File: src/rtl/time_display_driver.sv
// Six-digit multiplexed 7-segment driver for HH MM SS with 12/24 h presentation.
// Optional macro LEADING_ZERO_BLANK_EN blanks a zero hours-tens digit.
module time_display_driver #(
  parameter int unsigned REFRESH_DIV = 100000
) (
  input  logic       clk,
  input  logic       reset,
  input  logic       mode,
  input  logic [5:0] seconds,
  input  logic [5:0] minutes,
  input  logic [4:0] hours,
  output logic [5:0] an,
  output logic [6:0] seg,
  output logic       dp
);

  localparam int unsigned RC_W = (REFRESH_DIV > 1) ? $clog2(REFRESH_DIV) : 1;
  localparam logic [6:0] SEG_DASH  = 7'b0111111;
  localparam logic [6:0] SEG_BLANK = 7'b1111111;

  typedef enum logic {UNPRIMED, RUNNING} state_t;

  state_t          state;
  logic [RC_W-1:0] rc;
  logic [2:0]      di;
  logic [5:0]      s_q;
  logic [5:0]      m_q;
  logic [4:0]      h_q;
  logic            mode_q;

  logic            tc;
  logic            h_valid;
  logic            m_valid;
  logic            s_valid;
  logic            pm;
  logic [4:0]      h_disp;
  logic [7:0]      h_bcd;
  logic [7:0]      m_bcd;
  logic [7:0]      s_bcd;
  logic [6:0]      seg_next;

  // Compare-subtract conversion; valid for v <= 59, returns {tens, units}.
  function automatic logic [7:0] to_bcd(input logic [5:0] v);
    logic [5:0] r;
    logic [3:0] t;
    if      (v >= 6'd50) begin t = 4'd5; r = v - 6'd50; end
    else if (v >= 6'd40) begin t = 4'd4; r = v - 6'd40; end
    else if (v >= 6'd30) begin t = 4'd3; r = v - 6'd30; end
    else if (v >= 6'd20) begin t = 4'd2; r = v - 6'd20; end
    else if (v >= 6'd10) begin t = 4'd1; r = v - 6'd10; end
    else                 begin t = 4'd0; r = v;         end
    return {t, r[3:0]};
  endfunction

  function automatic logic [6:0] font(input logic [3:0] d);
    case (d)
      4'd0:    return 7'b1000000;
      4'd1:    return 7'b1111001;
      4'd2:    return 7'b0100100;
      4'd3:    return 7'b0110000;
      4'd4:    return 7'b0011001;
      4'd5:    return 7'b0010010;
      4'd6:    return 7'b0000010;
      4'd7:    return 7'b1111000;
      4'd8:    return 7'b0000000;
      4'd9:    return 7'b0010000;
      default: return SEG_BLANK;
    endcase
  endfunction

  assign tc = (rc == RC_W'(REFRESH_DIV - 1));

  always_comb begin
    h_valid = (h_q <= 5'd23);
    m_valid = (m_q <= 6'd59);
    s_valid = (s_q <= 6'd59);
    pm      = h_valid && (h_q >= 5'd12);
    h_disp  = h_q;
    if (mode_q) begin
      if (h_q == 5'd0)       h_disp = 5'd12;
      else if (h_q > 5'd12)  h_disp = h_q - 5'd12;
    end
    h_bcd = to_bcd({1'b0, h_disp});
    m_bcd = to_bcd(m_q);
    s_bcd = to_bcd(s_q);

    seg_next = SEG_BLANK;
    case (di)
      3'd0: begin
        if (!h_valid) seg_next = SEG_DASH;
`ifdef LEADING_ZERO_BLANK_EN
        else if (h_bcd[7:4] == 4'd0) seg_next = SEG_BLANK;
`endif
        else seg_next = font(h_bcd[7:4]);
      end
      3'd1:    seg_next = h_valid ? font(h_bcd[3:0]) : SEG_DASH;
      3'd2:    seg_next = m_valid ? font(m_bcd[7:4]) : SEG_DASH;
      3'd3:    seg_next = m_valid ? font(m_bcd[3:0]) : SEG_DASH;
      3'd4:    seg_next = s_valid ? font(s_bcd[7:4]) : SEG_DASH;
      3'd5:    seg_next = s_valid ? font(s_bcd[3:0]) : SEG_DASH;
      default: seg_next = SEG_BLANK;
    endcase
  end

  // The unprimed cycle only captures the snapshot; counters hold so digit 0
  // still gets its full REFRESH_DIV cycles once outputs go live.
  always_ff @(posedge clk or posedge reset) begin
    if (reset) begin
      state  <= UNPRIMED;
      rc     <= '0;
      di     <= '0;
      s_q    <= '0;
      m_q    <= '0;
      h_q    <= '0;
      mode_q <= 1'b0;
      an     <= '1;
      seg    <= '1;
      dp     <= 1'b1;
    end else begin
      case (state)
        UNPRIMED: begin
          s_q    <= seconds;
          m_q    <= minutes;
          h_q    <= hours;
          mode_q <= mode;
          state  <= RUNNING;
          an     <= '1;
          seg    <= '1;
          dp     <= 1'b1;
        end
        RUNNING: begin
          an  <= ~(6'b100000 >> di);
          seg <= seg_next;
          dp  <= ~((di == 3'd5) && mode_q && pm);
          if (tc) begin
            rc <= '0;
            if (di == 3'd5) begin
              di     <= '0;
              s_q    <= seconds;
              m_q    <= minutes;
              h_q    <= hours;
              mode_q <= mode;
            end else begin
              di <= di + 3'd1;
            end
          end else begin
            rc <= rc + RC_W'(1);
          end
        end
        default: state <= UNPRIMED;
      endcase
    end
  end

endmodule

File: config.mk
export PLATFORM = sky130hd
export DESIGN_NAME = time_display_driver
export DESIGN_NICKNAME = d
export VERILOG_FILES = /design/src/rtl/time_display_driver.sv
export SDC_FILE = /design/constraint.sdc
export NUM_CORES = 1
export LEC_CHECK = 0
export ABC_CLOCK_PERIOD_IN_PS = 3900
export CORE_MARGIN = 10
export CORE_UTILIZATION = 55
export DETAILED_ROUTE_END_ITERATION = 7
export GPL_ROUTABILITY_DRIVEN = 0
export MAX_ROUTING_LAYER = met4
export PLACE_DENSITY = 0.75
export SLEW_MARGIN = 20
export SYNTH_ARGS = -nofsm -noshare
export SYNTH_HDL_FRONTEND = slang
export SYNTH_SLANG_ARGS = --single-unit
File: constraint.sdc
create_clock -name clk -period 3.9 [get_ports clk]
set_input_delay 0.78 -clock clk [delete_from_list [all_inputs] [get_ports clk]]
set_output_delay 0.78 -clock clk [all_outputs]
set_load 0.005 [all_outputs]
==> reports/metrics.cfg, run 1 <==
[synth]
syn-cell-area_um2=4717
synth_seq_cells=53
synth_area_leaders=dfrtp_1 (21%), ha_1 (14%), dfstp_2 (7.8%), nand2_1 (5.0%), o21ai_0 (4.8%)
synth_fp_nets=627
synth_cells=553
synth.top_cell.area_share_pct=20.69
avgSynthCellArea_um2=8.530
ys_async_sr_fraction_pct=100.0
yosysSeqAreaShare_pct=28.49
ys.flop_type=dfrtp_1
synth.most_common_cell=nand2_1
yosys_warnings=0
synth-edff-count=0
synth_common_cells=nand2_1 (63), ha_1 (54), o21ai_0 (45), dfrtp_1 (39)
yosys.cell_types.count=80
synth_area_leader_cell=dfrtp_1

[floorplan]
fp.coreArea_um2=8299
die_area_um2=12680
die_h_um=112.6
start_util_pct=56.84
die_x_um=112.6
num_io_pins=34
rows=33

[worst_setup_path]
end_kind=register
rrSetupSlack_ns=0.31
crit_chain=ha_1, or3b_2, a211oi_2, nor3_4, ha_1, o21ai_0, o21ai_0, a22oi_2, xnor2_4, inv_2, ha_1, o22ai_1, a221o_1
crit_top_cell=ha_1
start_kind=register
timing_worst_setup_path_type=register to register
cpLargestDelayFamily=compound AO/OA/AOI/OAI gates
cp_num_buf_inv=1
rr_startpoint=h_q[3]
r2r_cells=13
cp_max_fo=7
timing.rr.end=seg[1]
required_ns=4.15
cpPeakStageDelay_ns=0.48
arrival_ns=3.84
critical_path.slowest_cell=or3b_2

[layout]
drive_gt1_share_pct=12.02
diodes=0
fin_nets=647
syn2layout_area_growth_pct=11.22
fillers=708

[sta]
final-setup-viol-count=0
max_freq_ghz=0.2786
finalHoldViolCount=0
worstMarginPinSlew_ns=0.8053
timing.hold.ws_ns=0.4990
rsz0062_at_grt=no
fin_skew_ns=0.007061
tns_ns=0
max_slew_margin_pct=45.46
finalCriticalPeriod_ns=3.590
slew_viol_final=0
fin_ws_ns=0.3100
min_period_over_period_pct=92.05

[route]
wl_per_cell_um=16.73
drt_first_pass_iters=5
wl_met2_um=5265
antenna_left=0
viasPerCell=6.171
highest_layer=met4
num_vias=4190
drc_errors=0
met1_length_um=5338
drtIter0Drc=306
finalWirelength_um=11360
wl_met3_um=616

[power]
p_per_area_nw_per_um2=342.9
leakage_nw=2.222
peakVddDrop_v=0.0001910

[worst_hold_path]
min_to=rc[13]
holdPathStages=1
hold_path_class=register to register
worstHoldStart=rc[13]

[clocking]
ctsResizeCount=0
cts_max_level=2
cts_tree=built
clk_pin_slew_ns=0.11
hold_buffers=0
clockBufferDepth=2
clock-sinks=53
post_cts_buffers=0
cts_buffers=5
clk-insertion-delay-late_ns=0.31
clockRootBuffer=clkbuf_8

[job]
max_cap_viol_count=0

[global_routing]
grt_pass1_wl_um=18990
antenna_found_initial=0
grt_max_degree=27
track_usage_pct=17.84
grt_pass1_vias=3999
global_route.overflow_total=0

[run_status]
outcome=finished clean

[place]
place_ws_ns=0.1421
hpwl_um=8637
io_buffers=33

## worst reg2reg max path, delay by kind of cell, from the launching register on
| kind | cells | cell delay (ns) |
|---|---|---|
| adder cells (fa/ha/maj) | 3 | 0.75 |
| flip-flops | 1 | 0.46 |
| AO/OA/AOI/OAI | 6 | 1.43 |
| XOR/XNOR | 1 | 0.20 |
| buffers and inverters | 1 | 0.10 |
| AND/OR/NAND/NOR | 2 | 0.59 |
## layout make-up
cell class,count,area (um2),area share [%]
Clock buffer,5,68.82,1.312
Multi-Input combinational cell,434,3138,59.81
Tap cell,105,131.4,2.504
Clock inverter,3,25.02,0.4770
Sequential cell,53,1346,25.66
Timing Repair Buffer,42,397.9,7.584
Inverter,37,138.9,2.647
## stage by stage
step	instances	total power [mW]	util, %	cell area (um2)
after CTS	679	1.787	62.84	5215
after detailed placement	671	1.442	61.71	5121
after floorplan	553	1.257	-	4717
after global routing	679	1.931	63.21	5246
final	679	1.799	63.21	5246
after global placement	671	1.416	61.71	5121
## logic make-up (layout without fill, tap and decap cells)
family / Yosys count / after routing / share of synthesized area [%]
AOI/OAI and AO/OA: 141 / 141 / 21.51
xor gates and xnor gates: 20 / 20 / 3.873
adders and majority gates: 54 / 54 / 14.32
buffers and inverters: 66 / 87 / 5.597
DFF: 53 / 53 / 28.49
muxes: 14 / 14 / 3.209
other: 1 / 1 / 0.07950
and+or+nand+nor: 204 / 204 / 22.92
## cell usage in the layout (no fill, tap or decap), types with 8 or more instances in the layout
cell	count
o21ai_0	45
buf_4	9
xnor2_1	11
nand3b_1	9
nand3_1	22
nand2_1	63
dfrtp_1	37
inv_1	32
xor2_1	8
nor3_1	9
nor2_1	33
nand4_1	9
clkdlybuf4s50_1	33
mux2i_1	8
dfstp_2	14
and3_1	11
a21oi_1	20
ha_1	54
## registers in the layout, summed over array words and instances (netlist names)
signal / cells
di: 3
state: 1
h_q: 5
m_q: 6
dp: 1
rc: 17
s_q: 6
mode_q: 1
seg: 7
an: 6
## where the power goes
part           switching [mW]  total [mW]  internal (mW)
Combinational           0.429       0.753          0.325
Sequential             0.0913       0.707          0.616
Clock                   0.208       0.338          0.130
Total                   0.728        1.80           1.07
## routing by layer
metal	global-route usage, %	vias up
met5	-	-
met4	3.723	0
met3	2.769	17
met2	27.96	147
met1	23.74	2001
li1	-	2025
## worst max path at each step
stage	startpoint	to	slack, ns	depth (start not counted)
finish	h_q[3]	seg[1]	0.31	13
global route	h_q[3]	seg[1]	0.02	14
floorplan	h_q[2]	seg[1]	0.55	16
detailed placement	h_q[2]	seg[5]	0.14	14
global placement	h_q[2]	seg[5]	0.41	14
CTS	h_q[2]	seg[5]	0.10	14
(Power assumes the default switching activity.)
==> run 2, diff against run 1 <==
Settings changed: ABC_AREA set to 1, CTS_BUF_LIST set to sky130_fd_sc_hd__clkbuf_4 sky130_fd_sc_hd__clkbuf_8.
==> reports/metrics.cfg, run 2 <==
[run_status]
outcome=finished clean  ; unchanged

[global_routing]
grt_pass1_wl_um=18430  ; was 18990 um
grt_max_degree=37  ; was 27
antenna_found_initial=0  ; unchanged
grt_pass1_vias=4108  ; was 3999
track_usage_pct=16.90  ; was 17.84%
global_route.overflow_total=0  ; unchanged

[floorplan]
rows=33  ; unchanged
die_x_um=112.7  ; was 112.6 um
die_h_um=112.7  ; was 112.6 um
start_util_pct=56.94  ; was 56.84%
fp.coreArea_um2=8299  ; unchanged
num_io_pins=34  ; unchanged
die_area_um2=12700  ; was 12680 um2

[place]
io_buffers=33  ; unchanged
place_ws_ns=0.8643  ; was 0.1421 ns
dpl-instance-area_um2=5160  ; was 5121 um2
hpwl_um=8406  ; was 8637 um

[layout]
largest_reg_flops=17  ; unchanged
final_common_cell=nand2_1  ; unchanged
design_area_um2=5254  ; was 5246 um2
drive_gt1_share_pct=11.43  ; was 12.02%
reg_top3=rc (17), seg (7)  ; unchanged
mostFrequentLayoutCells=nand2_1 (164), inv_1 (90), nand3_1 (71)  ; was nand2_1 (63), ha_1 (54), o21ai_0 (45)
fin_nets=773  ; was 647
diodes=0  ; unchanged
regMostFlops=rc  ; unchanged
syn2layout_area_growth_pct=11.17  ; was 11.22%

[worst_setup_path]
rrSetupSlack_ns=0.82  ; was 0.31 ns
cp_max_fo=5  ; was 7
end_kind=register  ; unchanged
arrival_ns=3.33  ; was 3.84 ns
crit_chain=inv_1, ha_1, inv_1, nor2_1, nand3_2, nand3_4, inv_1, ha_1, nand2_1, nand4_2, inv_1, nand2_1, nand3_1, nand3_1, nand2_2, inv_1, ha_1, inv_1, nand3_1, nand3_1, nand3_1, nand2_1, nand2_1  ; was ha_1, or3b_2, a211oi_2, nor3_4, ha_1, o21ai_0, o21ai_0, a22oi_2, xnor2_4, inv_2, ha_1, o22ai_1, a221o_1
cpPeakStageDelay_ns=0.44  ; was 0.48 ns
required_ns=4.15  ; about the same
cpLargestDelayFamily=simple AND/OR/NAND/NOR gates  ; was compound AO/OA/AOI/OAI gates
startpoint=h_q[2]  ; was h_q[3]
crit_top_cell=inv_1  ; was ha_1
timing.rr.end=seg[3]  ; was seg[1]
critical_path.slowest_cell=dfrtp_1  ; was or3b_2
worstSetupEndpoint=seg[3]  ; was seg[1]
timing_worst_setup_path_type=register to register  ; unchanged
rr_startpoint=h_q[2]  ; was h_q[3]
r2r_cells=23  ; was 13
cp_num_buf_inv=6  ; was 1
start_kind=register  ; unchanged
worstSetupPathDepth=23  ; was 13

[synth]
ys.flop_type=dfrtp_1  ; unchanged
yosys.cell_types.count=49  ; was 80
syn-cell-area_um2=4726  ; was 4717 um2
synth_area_leader_cell=dfrtp_1  ; unchanged
yosys_warnings=0  ; unchanged
synth.top_cell.area_share_pct=20.65  ; was 20.69%
synth-edff-count=0  ; unchanged
synth_fp_nets=740  ; was 627
synth.most_common_cell=nand2_1  ; unchanged
yosysSeqAreaShare_pct=28.44  ; was 28.49%
ys_async_sr_fraction_pct=100.0  ; unchanged
synth_seq_cells=53  ; unchanged
synth_common_cells=nand2_1 (164), inv_1 (91), nand3_1 (71), ha_1 (54), nor2_1 (54)  ; was nand2_1 (63), ha_1 (54), o21ai_0 (45), dfrtp_1 (39)
synth_area_leaders=dfrtp_1 (21%), ha_1 (14%), nand2_1 (13%), dfstp_2 (7.8%), nand3_1 (7.5%)  ; was dfrtp_1 (21%), ha_1 (14%), dfstp_2 (7.8%), nand2_1 (5.0%), o21ai_0 (4.8%)
synth_cells=666  ; was 553
avgSynthCellArea_um2=7.096  ; was 8.530 um2

[sta]
timing.hold.ws_ns=0.5389  ; was 0.4990 ns
fin_skew_ns=0.005150  ; was 0.007061 ns
max_freq_ghz=0.3243  ; was 0.2786 GHz
final-setup-viol-count=0  ; unchanged
min_period_over_period_pct=79.07  ; was 92.05%
rsz0062_at_grt=no  ; unchanged
slew_viol_final=0  ; unchanged
fin_ws_ns=0.8161  ; was 0.3100 ns
max_slew_margin_pct=39.87  ; was 45.46%
worstMarginPinSlew_ns=0.8950  ; was 0.8053 ns
tns_ns=0  ; unchanged
finalHoldViolCount=0  ; unchanged
finalCriticalPeriod_ns=3.084  ; was 3.590 ns

[power]
peakVddDrop_v=0.0002094  ; was 0.0001910 V
leakage_nw=2.626  ; was 2.222 nW
p_per_area_nw_per_um2=337.6  ; was 342.9 nW/um2
finalPower_mw=1.774  ; was 1.799 mW

[clocking]
clock-sinks=53  ; unchanged
post_cts_buffers=0  ; unchanged
cts_buffers=5  ; unchanged
clk_pin_slew_ns=0.11  ; about the same
cts_tree=built  ; unchanged
clockBufferDepth=2  ; unchanged
clockRootBuffer=clkbuf_8  ; unchanged
hold_buffers=0  ; unchanged
cts_max_level=2  ; unchanged
clk-insertion-delay-late_ns=0.30  ; was 0.31 ns
ctsResizeCount=0  ; unchanged

[route]
met1_length_um=5136  ; was 5338 um
wl_met2_um=5011  ; was 5265 um
antenna_left=0  ; unchanged
drc_errors=0  ; unchanged
finalWirelength_um=10570  ; was 11360 um
viasPerCell=5.328  ; was 6.171
wl_met3_um=340  ; was 616 um
wl_per_cell_um=13.12  ; was 16.73 um
highest_layer=met4  ; unchanged
drtIter0Drc=186  ; was 306
num_vias=4289  ; was 4190
drt_first_pass_iters=5  ; unchanged

[worst_hold_path]
worstHoldStart=rc[4]  ; was rc[13]
hold_path_class=register to register  ; unchanged

[job]
max_cap_viol_count=0  ; unchanged

-- run 2: logic make-up (layout without fill, tap and decap cells) --
group / count (synthesis) / in the layout / synth area share [%]
AO/OA/AOI/OAI: 78 / 78 / 10.11
XOR/XNOR: 10 / 10 / 1.853
adder cells (fa/ha/maj): 54 / 54 / 14.30
buffers and inverters: 109 / 143 / 8.869
flip-flops: 53 / 53 / 28.44
multiplexers: 2 / 2 / 0.4765
other: 1 / 1 / 0.07935
AND/OR/NAND/NOR: 359 / 359 / 35.88
-- run 2: how the worst min path moves through the flow --
stage | end | slack (ns) | depth (start not counted)
3_3_place_gp | rc[4] | 0.51 | 1
4_1_cts | rc[4] | 0.54 | 1
5_1_grt | rc[4] | 0.56 | 1
6_report | rc[4] | 0.54 | 1
2_1_floorplan | rc[4] | 0.48 | 1
3_5_place_dp | rc[4] | 0.52 | 1
-- run 2: cell type report --
cell class	count	area, um2
clock buffers	5	68.82
clock inverters	3	25.02
fillers	767	3045
inverters	100	376.6
multi-input cells	504	2963
flip-flops and latches	53	1344
well taps	105	131.4
repair buffers	35	345.3
-- run 2: metal layers --
layer,track usage (%),up-vias
met2,28.53,92
met3,2.588,8
met1,21.26,1971
met4,2.538,0
li1,-,2218
met5,-,-
-- run 2: power by group --
group          total [mW]  leakage (nW)  internal (mW)  switching, mW
Sequential          0.666         0.646          0.610         0.0562
Combinational       0.777          1.93          0.281          0.495
Clock               0.331        0.0447          0.130          0.201
Total                1.77          2.63           1.02          0.752
-- run 2: stage by stage --
step / std cells / util [%]
final: 805 / 63.30
after global routing: 805 / 63.30
after CTS: 805 / 63.30
after detailed placement: 797 / 62.17
after global placement: 797 / 62.17
after floorplan: 666 / -
-- run 2: worst reg2reg max path: stages (launching register included) --
cell and delay (ns):
dfrtp_1 0.44, inv_1 0.13, ha_1 0.16, inv_1 0.04, nor2_1 0.14, nand3_2 0.15, nand3_4 0.17, inv_1 0.09
ha_1 0.20, nand2_1 0.11, nand4_2 0.15, inv_1 0.09, nand2_1 0.05, nand3_1 0.08, nand3_1 0.08, nand2_2 0.15
inv_1 0.09, ha_1 0.28, inv_1 0.06, nand3_1 0.10, nand3_1 0.10, nand3_1 0.07, nand2_1 0.07, nand2_1 0.05
